**config.mk**
```make
export PLATFORM = sky130hd
export DESIGN_NAME = filter_mode_ctrl
export DESIGN_NICKNAME = d
export VERILOG_FILES = /design/src/rtl/filter_mode_ctrl.sv
export SDC_FILE = /design/constraint.sdc
export NUM_CORES = 1
export LEC_CHECK = 0
export BUFFER_PORTS_ARGS = -buffer_cell sky130_fd_sc_hd__buf_2
export CAP_MARGIN = 25
export CORE_MARGIN = 10
export CORE_UTILIZATION = 62
export CTS_BUF_LIST = sky130_fd_sc_hd__clkbuf_8 sky130_fd_sc_hd__clkbuf_16
export DETAILED_ROUTE_END_ITERATION = 10
export PLACE_DENSITY = 0.93
export SETUP_SLACK_MARGIN = 0.2
export SYNTH_ARGS = -nofsm -noshare
export SYNTH_HDL_FRONTEND = slang
export SYNTH_SLANG_ARGS = --single-unit
```
**constraint.sdc**
```tcl
create_clock -name clk -period 3.8 [get_ports clk]
set_input_delay 1.14 -clock clk [delete_from_list [all_inputs] [get_ports clk]]
set_output_delay 1.14 -clock clk [all_outputs]
set_load 0.005 [all_outputs]
```
**src/rtl/filter_mode_ctrl.sv**
```systemverilog
// filter_mode_ctrl
//   Sequencing controller for the pixel filter datapath. Command bytes from
//   the UART receiver select a filter code that is applied to `oper` only at
//   a frame start, so a frame is never rendered with mixed filters. An
//   auto-cycle mode steps through all filter codes every FRAMES_PER_STEP
//   frames.
//
// Parameters
//   FRAMES_PER_STEP : frames each filter is held in auto-cycle (1..65535)
//
// Ports
//   clk          in   system clock
//   rst_n        in   synchronous active-low reset
//   cmd_valid    in   one-cycle strobe, cmd_byte valid
//   cmd_byte     in   ASCII command byte
//   vsync        in   camera frame sync level, rising edge = frame start
//   oper         out  filter code to the datapath
//   auto_on      out  high while in auto-cycle mode
//   cmd_ack      out  one-cycle pulse, legal command accepted
//   cmd_err      out  one-cycle pulse, illegal command byte
//   mode_changed out  one-cycle pulse in the cycle oper takes a new value
//
// state   | meaning
// --------+-----------------------------------------------------------
// IDLE    | oper stable, nothing queued
// PENDING | a filter code waits in pend_reg for the next frame start
// AUTO    | auto-cycle, oper advances every FRAMES_PER_STEP frames

module filter_mode_ctrl #(
    parameter int unsigned FRAMES_PER_STEP = 60
) (
    input  logic       clk,
    input  logic       rst_n,
    input  logic       cmd_valid,
    input  logic [7:0] cmd_byte,
    input  logic       vsync,
    output logic [7:0] oper,
    output logic       auto_on,
    output logic       cmd_ack,
    output logic       cmd_err,
    output logic       mode_changed
);

    typedef enum logic [1:0] {
        IDLE    = 2'd0,
        PENDING = 2'd1,
        AUTO    = 2'd2
    } state_t;

    localparam logic [15:0] CNT_LAST = 16'(FRAMES_PER_STEP - 1);
    localparam logic [7:0]  CODE_PASS = 8'h30;

    state_t      state, state_nx;
    logic [7:0]  pend_reg, pend_nx;
    logic [7:0]  oper_nx;
    logic [15:0] cnt, cnt_nx;
    logic        vsync_q;
    logic        frame_start;
    logic        is_digit, cmd_digit, cmd_auto, cmd_stop;
    logic        ack_nx, err_nx;

    // Auto-cycle order: 1..8, then passthrough, then wrap to 1. Any code
    // outside the legal set restarts the cycle at 1.
    function automatic logic [7:0] next_code(input logic [7:0] c);
        logic [7:0] r;
        if (c == 8'h38)
            r = 8'h30;
        else if (c >= 8'h30 && c < 8'h38)
            r = c + 8'd1;
        else
            r = 8'h31;
        return r;
    endfunction

    assign frame_start = vsync & ~vsync_q;
    assign is_digit    = (cmd_byte >= 8'h30) && (cmd_byte <= 8'h38);
    assign cmd_digit   = cmd_valid & is_digit;
    assign cmd_auto    = cmd_valid & (cmd_byte == 8'h41);
    assign cmd_stop    = cmd_valid & (cmd_byte == 8'h53);

    always_ff @(posedge clk) begin
        if (!rst_n) begin
            state        <= IDLE;
            oper         <= CODE_PASS;
            pend_reg     <= CODE_PASS;
            cnt          <= 16'd0;
            vsync_q      <= 1'b0;
            auto_on      <= 1'b0;
            cmd_ack      <= 1'b0;
            cmd_err      <= 1'b0;
            mode_changed <= 1'b0;
        end else begin
            state        <= state_nx;
            oper         <= oper_nx;
            pend_reg     <= pend_nx;
            cnt          <= cnt_nx;
            vsync_q      <= vsync;
            auto_on      <= (state_nx == AUTO);
            cmd_ack      <= ack_nx;
            cmd_err      <= err_nx;
            mode_changed <= (oper_nx != oper);
        end
    end

    always_comb begin
        state_nx = state;
        oper_nx  = oper;
        pend_nx  = pend_reg;
        cnt_nx   = cnt;
        ack_nx   = cmd_digit | cmd_auto | cmd_stop;
        err_nx   = cmd_valid & ~(is_digit | cmd_auto | cmd_stop);

        case (state)
            IDLE: begin
                if (cmd_digit) begin
                    pend_nx  = cmd_byte;
                    state_nx = PENDING;
                end else if (cmd_auto) begin
                    cnt_nx   = 16'd0;
                    state_nx = AUTO;
                end
            end

            PENDING: begin
                // The value queued before this edge belongs to this frame;
                // a digit arriving in the same cycle waits for the next one.
                if (frame_start) begin
                    oper_nx  = pend_reg;
                    state_nx = IDLE;
                end
                if (cmd_digit) begin
                    pend_nx  = cmd_byte;
                    state_nx = PENDING;
                end else if (cmd_auto) begin
                    cnt_nx   = 16'd0;
                    state_nx = AUTO;
                end
            end

            AUTO: begin
                // A command in a frame-start cycle wins; that step is skipped.
                if (cmd_digit) begin
                    pend_nx  = cmd_byte;
                    state_nx = PENDING;
                end else if (cmd_stop) begin
                    state_nx = IDLE;
                end else if (cmd_auto) begin
                    cnt_nx = 16'd0;
                end else if (frame_start) begin
                    if (cnt >= CNT_LAST) begin
                        cnt_nx  = 16'd0;
                        oper_nx = next_code(oper);
                    end else begin
                        cnt_nx = cnt + 16'd1;
                    end
                end
            end

            default: begin
                state_nx = IDLE;
            end
        endcase
    end

endmodule

```
# [Word-level counts from Yosys, hierarchy flattened]
# Cells that the tools add are included.
[classes] n_mul=0 n_addsub=2 eq_ne=12 n_reduce_logical=8 magnitude_cmp=5 mux=25 shift=0 div=0 n_bitwise=11
[ops] op="2-to-1 mux 16 bit" n=7
[ops] op="2-to-1 mux 8 bit" n=8
[ops] op="one-hot mux 16 bit (2 select lines)" n=1
[ops] op="adder 16 x 1 -> 16 bit, second input constant" n=1
[ops] op="== test 8 x 7 -> 1 bit, second input constant" n=2
[ops] op="greater-or-equal comparator 16 x 6 -> 1 bit, second input constant" n=1
[ops] op="greater-or-equal comparator 8 x 6 -> 1 bit, second input constant" n=2
[ops] op="one-hot mux 8 bit (2 select lines)" n=1
[ops] op="2-to-1 mux 2 bit" n=7
[ops] op="adder 8 x 1 -> 8 bit, second input constant" n=1
[ops] op="== test 8 x 6 -> 1 bit, second input constant" n=1
[ops] op="<= comparator 8 x 6 -> 1 bit, second input constant" n=1
[ops] op="< comparator 8 x 6 -> 1 bit, second input constant" n=1
[ops] op="!= test 8 bit" n=1
[ops] op="!= test 2 bit, second input constant" n=3
[ops] op="one-hot mux 2 bit (3 select lines)" n=1
[ops] op="AND reduction 6 bit" n=1
[ops] op="bitwise AND 1 bit" n=5
[ops] op="== test 2 bit, second input constant" n=2
[ops] op="OR 1 bit" n=4
[ops] op="!= test 3 bit, second input constant" n=1
[ops] op="OR reduction 3 bit" n=1
[ops] op="== test 2 x 1 -> 1 bit, second input constant" n=1
[ops] op="logical AND 1 bit" n=2
[ops] op="other kinds (6)" n=7
[word_totals] output_inout_bits=12 elab_cells=72 ram_bits=0 latch_bits=0 memories=0 ff_bits=39 mem_bits_ro=0 inputBits=12

# [Logic depth before layout (Yosys ltp)]
[logic_depth] depth_word=11 depth_mapped=9 ltp_nobuf=8

# [Worst setup path after synthesis]
# OpenSTA, ideal clock, no wires.
[synth_timing] kind="input -> register" start="input cmd_byte[7]" end="register cnt[2]" required_ps=3683 path_buffers=0 arrival_time_ps=2586 setup_time_ps=117 cell_stages=6 setup_slack_ps=1097 cell_sequence="or3b_4 -> nor4_4 -> o22ai_2 -> a21oi_2 -> o41ai_1 -> a32o_1"
[synth_between] elab_chain_cells=6 word_cells_on_any_way=18 classes_between="order compare (2); eq/ne (7); mux (4); bitwise (3); reduce/logical (2)"
[synth_lines] item="from (decl)" line_no="35" text="input logic [7:0] cmd_byte,"
[synth_lines] item="branches (longest 6 deep; another with greater-or-equal comparator 8 x 6 -> 1 bit)"
[synth_lines] item="to (signal assigned)" line_no="96" text="cnt <= cnt_nx;"
[synth_lines] item="to (decl)" line_no="56" text="logic [15:0] cnt, cnt_nx;"
# Several ways; the timed one is not identified. The select of a mux whose other input is x is not followed.
# A chain may end at the register's enable or synchronous reset.

# [Final worst setup path]
[layout_timing] start="input cmd_byte[7]" end="register cnt[9]"
# The elaborated chain is that of the path after synthesis.

==> impl_metrics.py <==
metrics = {
    "run_status": {
        "outcome": "finished clean",
    },
    "finish": {
        "area_delta_synth_final_pct": 11.7,
        "layout-drive-gt1-share_pct": 14.4,
        "fin_nets": 302,
        "fin_util_pct": 72.6,
        "largest_reg_flops": 16,
        "diodes": 0,
        "design_area_mm2": 0.00246,
        "fillers": 237,
    },
    "worst_setup_path": {
        "worstPathCellList": "buf_2, or3b_4, nor4_4, o22ai_2, a21o_1, o21ai_2, nor2_1",
        "crit_slowest_cell": "or3b_4",
        "path_max_fanout": 13,
        "cp.arrival_ns": 2.92,
        "critPathRequiredTime_ns": 3.96,
        "critPathLaunchType": "input pin",
        "endpoint_kind": "register",
        "critical_path_class": "input pin to register",
        "crit_path_max_incr_delay_ns": 0.42,
    },
    "route": {
        "drc": 0,
        "drt_iter0_drc": 213,
        "drt-vias-per-instance": 6.48,
        "ant_nets": 0,
        "routed_wl_um": 5570,
        "vias": 2140,
        "wl_per_cell_um": 16.9,
        "dr.pass1.iters": 5,
    },
    "placement": {
        "placed_area_mm2": 0.00233,
        "globalplace.congestion": 0.982,
        "port_buffers": 23,
        "dp_hpwl_um": 3820,
    },
    "global_route": {
        "globalRouteMet3Util_pct": 5.52,
        "use_met2_pct": 29.4,
        "grt_max_degree": 32,
        "grt_pass1_vias": 2062,
        "use_met1_pct": 22.5,
        "busiest_layer": "met2",
        "antenna_found_initial": 0,
        "grt_pass1_wl_um": 9670,
        "grt_overflow_total": 0,
        "grtUsageTotal_pct": 18.4,
    },
    "pwr": {
        "leakage_nw": 0.937,
        "vdd_drop_max_uv": 319,
        "powerDensity_mw_per_mm2": 353,
        "power_w": 0.000869,
    },
    "die": {
        "fp.dieH_um": 79.6,
        "dieArea_mm2": 0.00634,
        "core_area_mm2": 0.00339,
        "die_w_um": 79.6,
        "ios": 24,
        "rows": 21,
        "start_util_pct": 65.0,
    },
    "min_path": {
        "min_path_type": "register to register",
    },
    "timing": {
        "final-hold-violation-count": 0,
        "worst_pin_slew_ns": 0.537,
        "fin_setup_tns_ns": 0,
        "setup_viol": 0,
        "min_period_ns": 2.75,
        "fin_crit_sh_pct": 72.5,
        "rsz0062_at_grt": "no",
        "slew_viol_final": 0,
        "fmax_mhz": 363,
        "fin_skew_ns": 0.00771,
        "maxSlewHeadroom_pct": 63.3,
    },
    "synthesis": {
        "synth_top_area_share_pct": 35.5,
        "synthArstFlopShare_pct": 0,
        "synth.area.top_cells": "dfxtp_1 (35%), ha_1 (4.0%), nor2_1 (3.8%), nand3_1 (3.2%), nand2_1 (3.1%)",
        "ys_seq_area_share_pct": 35.5,
        "ys.flop_type": "dfxtp_1",
        "postSynthNetCount": 284,
        "synth_area_leader_cell": "dfxtp_1",
        "synth.distinct_cells": 63,
        "yosys-top-cells-count": "dfxtp_1 (39), nor2_1 (22), nand2_1 (18), inv_1 (17), nand3_1 (14)",
        "synth_cells": 265,
        "synth.avg_cell_area_um2": 8.31,
        "yosysWarnings": 0,
        "synth.most_common_cell": "dfxtp_1",
        "synth-edff-count": 0,
        "netlist_area_mm2": 0.00220,
        "ys_ff_latch": 39,
    },
    "cts": {
        "cts.repair.resized": 0,
        "ctsHoldBuffers": 0,
        "htreeDepth": 2,
        "cts_buffers": 5,
        "cts_setup_buffers": 0,
        "clockBufferDepth": 2,
        "clock_latency_ns": 0.29,
        "cts_tree": "yes",
        "cts_sinks": 39,
        "cts_root_buffer": "clkbuf_8",
        "clkTransAtPathRegs_ns": 0.07,
    },
    "flow_run": {
        "max-cap-violations": 0,
    },
}
-- report_power, final --
part           switching, W  internal (W)  total [W]
combinational     0.0000301     0.0000187  0.0000488
clock              0.000146      0.000260   0.000406
sequential       0.00000306      0.000411   0.000414
-- through the flow --
step / hold WS (ns) / std cells / setup slack (ns)
6_report: 0.445 / 330 / 1.05
2_1_floorplan: 0.409 / 265 / 1.10
5_1_grt: 0.470 / 330 / 0.856
3_5_place_dp: 0.437 / 322 / 0.735
3_3_place_gp: 0.417 / 322 / 0.775
4_1_cts: 0.449 / 330 / 1.06
-- cell usage in the layout, fill, tap and decap left out, types with 5 or more instances in the layout --
| master | Yosys | final |
|---|---|---|
| a21oi_1 | 11 | 11 |
| a22oi_1 | 5 | 5 |
| a31oi_1 | 8 | 8 |
| and2_1 | 6 | 6 |
| and3_1 | 7 | 7 |
| buf_2 | 2 | 23 |
| clkbuf_8 | 0 | 5 |
| dfxtp_1 | 39 | 39 |
| ha_1 | 7 | 7 |
| inv_1 | 17 | 18 |
| nand2_1 | 18 | 18 |
| nand3_1 | 14 | 14 |
| nand4_1 | 6 | 6 |
| nor2_1 | 22 | 22 |
| nor2b_1 | 8 | 8 |
| o21ai_0 | 11 | 11 |
-- worst paths after layout --
kind / from / endpoint / slack [ns] / cells after the start
worst max-delay path: cmd_byte[7] / cnt[9] / 1.05 / 7
worst min-delay path: cnt[15] / cnt[15] / 0.44 / 2
worst max register to register: oper[0] / mode_changed / 1.43 / 8
worst min register to register: cnt[15] / cnt[15] / 0.44 / 2
-- critical path: cells and delay by family --
family	cells	cell delay (ns)
buffers and inverters	1	0.12
AOI/OAI and AO/OA	3	0.84
and+or+nand+nor	3	0.81
-- cell type report --
cell class              instances  area, um2  area share [%]
clock buffers                   5       68.8            2.80
clock inverters                 3       63.8            2.59
inverters                      17       63.8            2.59
multi-input cells             197       1310            53.3
flip-flops and latches         39        781            31.7
well taps                      46       57.6            2.34
repair buffers                 23        115            4.68
-- per-layer routing --
metal,vias up,part of all wire [%],wire length [um]
li1,1018,-,-
met1,1007,43,2380
met2,104,48,2700
met3,11,7.4,410
met4,0,1.5,83
met5,-,0,0
-- cells by family (layout without fill, tap and decap cells) --
family                     Yosys count  count (layout)  synth area share [%]
DFF                                 39              39                  35.5
and+or+nand+nor                    112             112                  29.3
xor gates and xnor gates             1               1                 0.398
adders and majority gates            7               7                  3.98
buffers and inverters               29              48                  5.06
AOI/OAI and AO/OA                   73              73                  24.0
muxes                                4               4                  1.88
No activity file was read; power rests on OpenSTA's default activity.
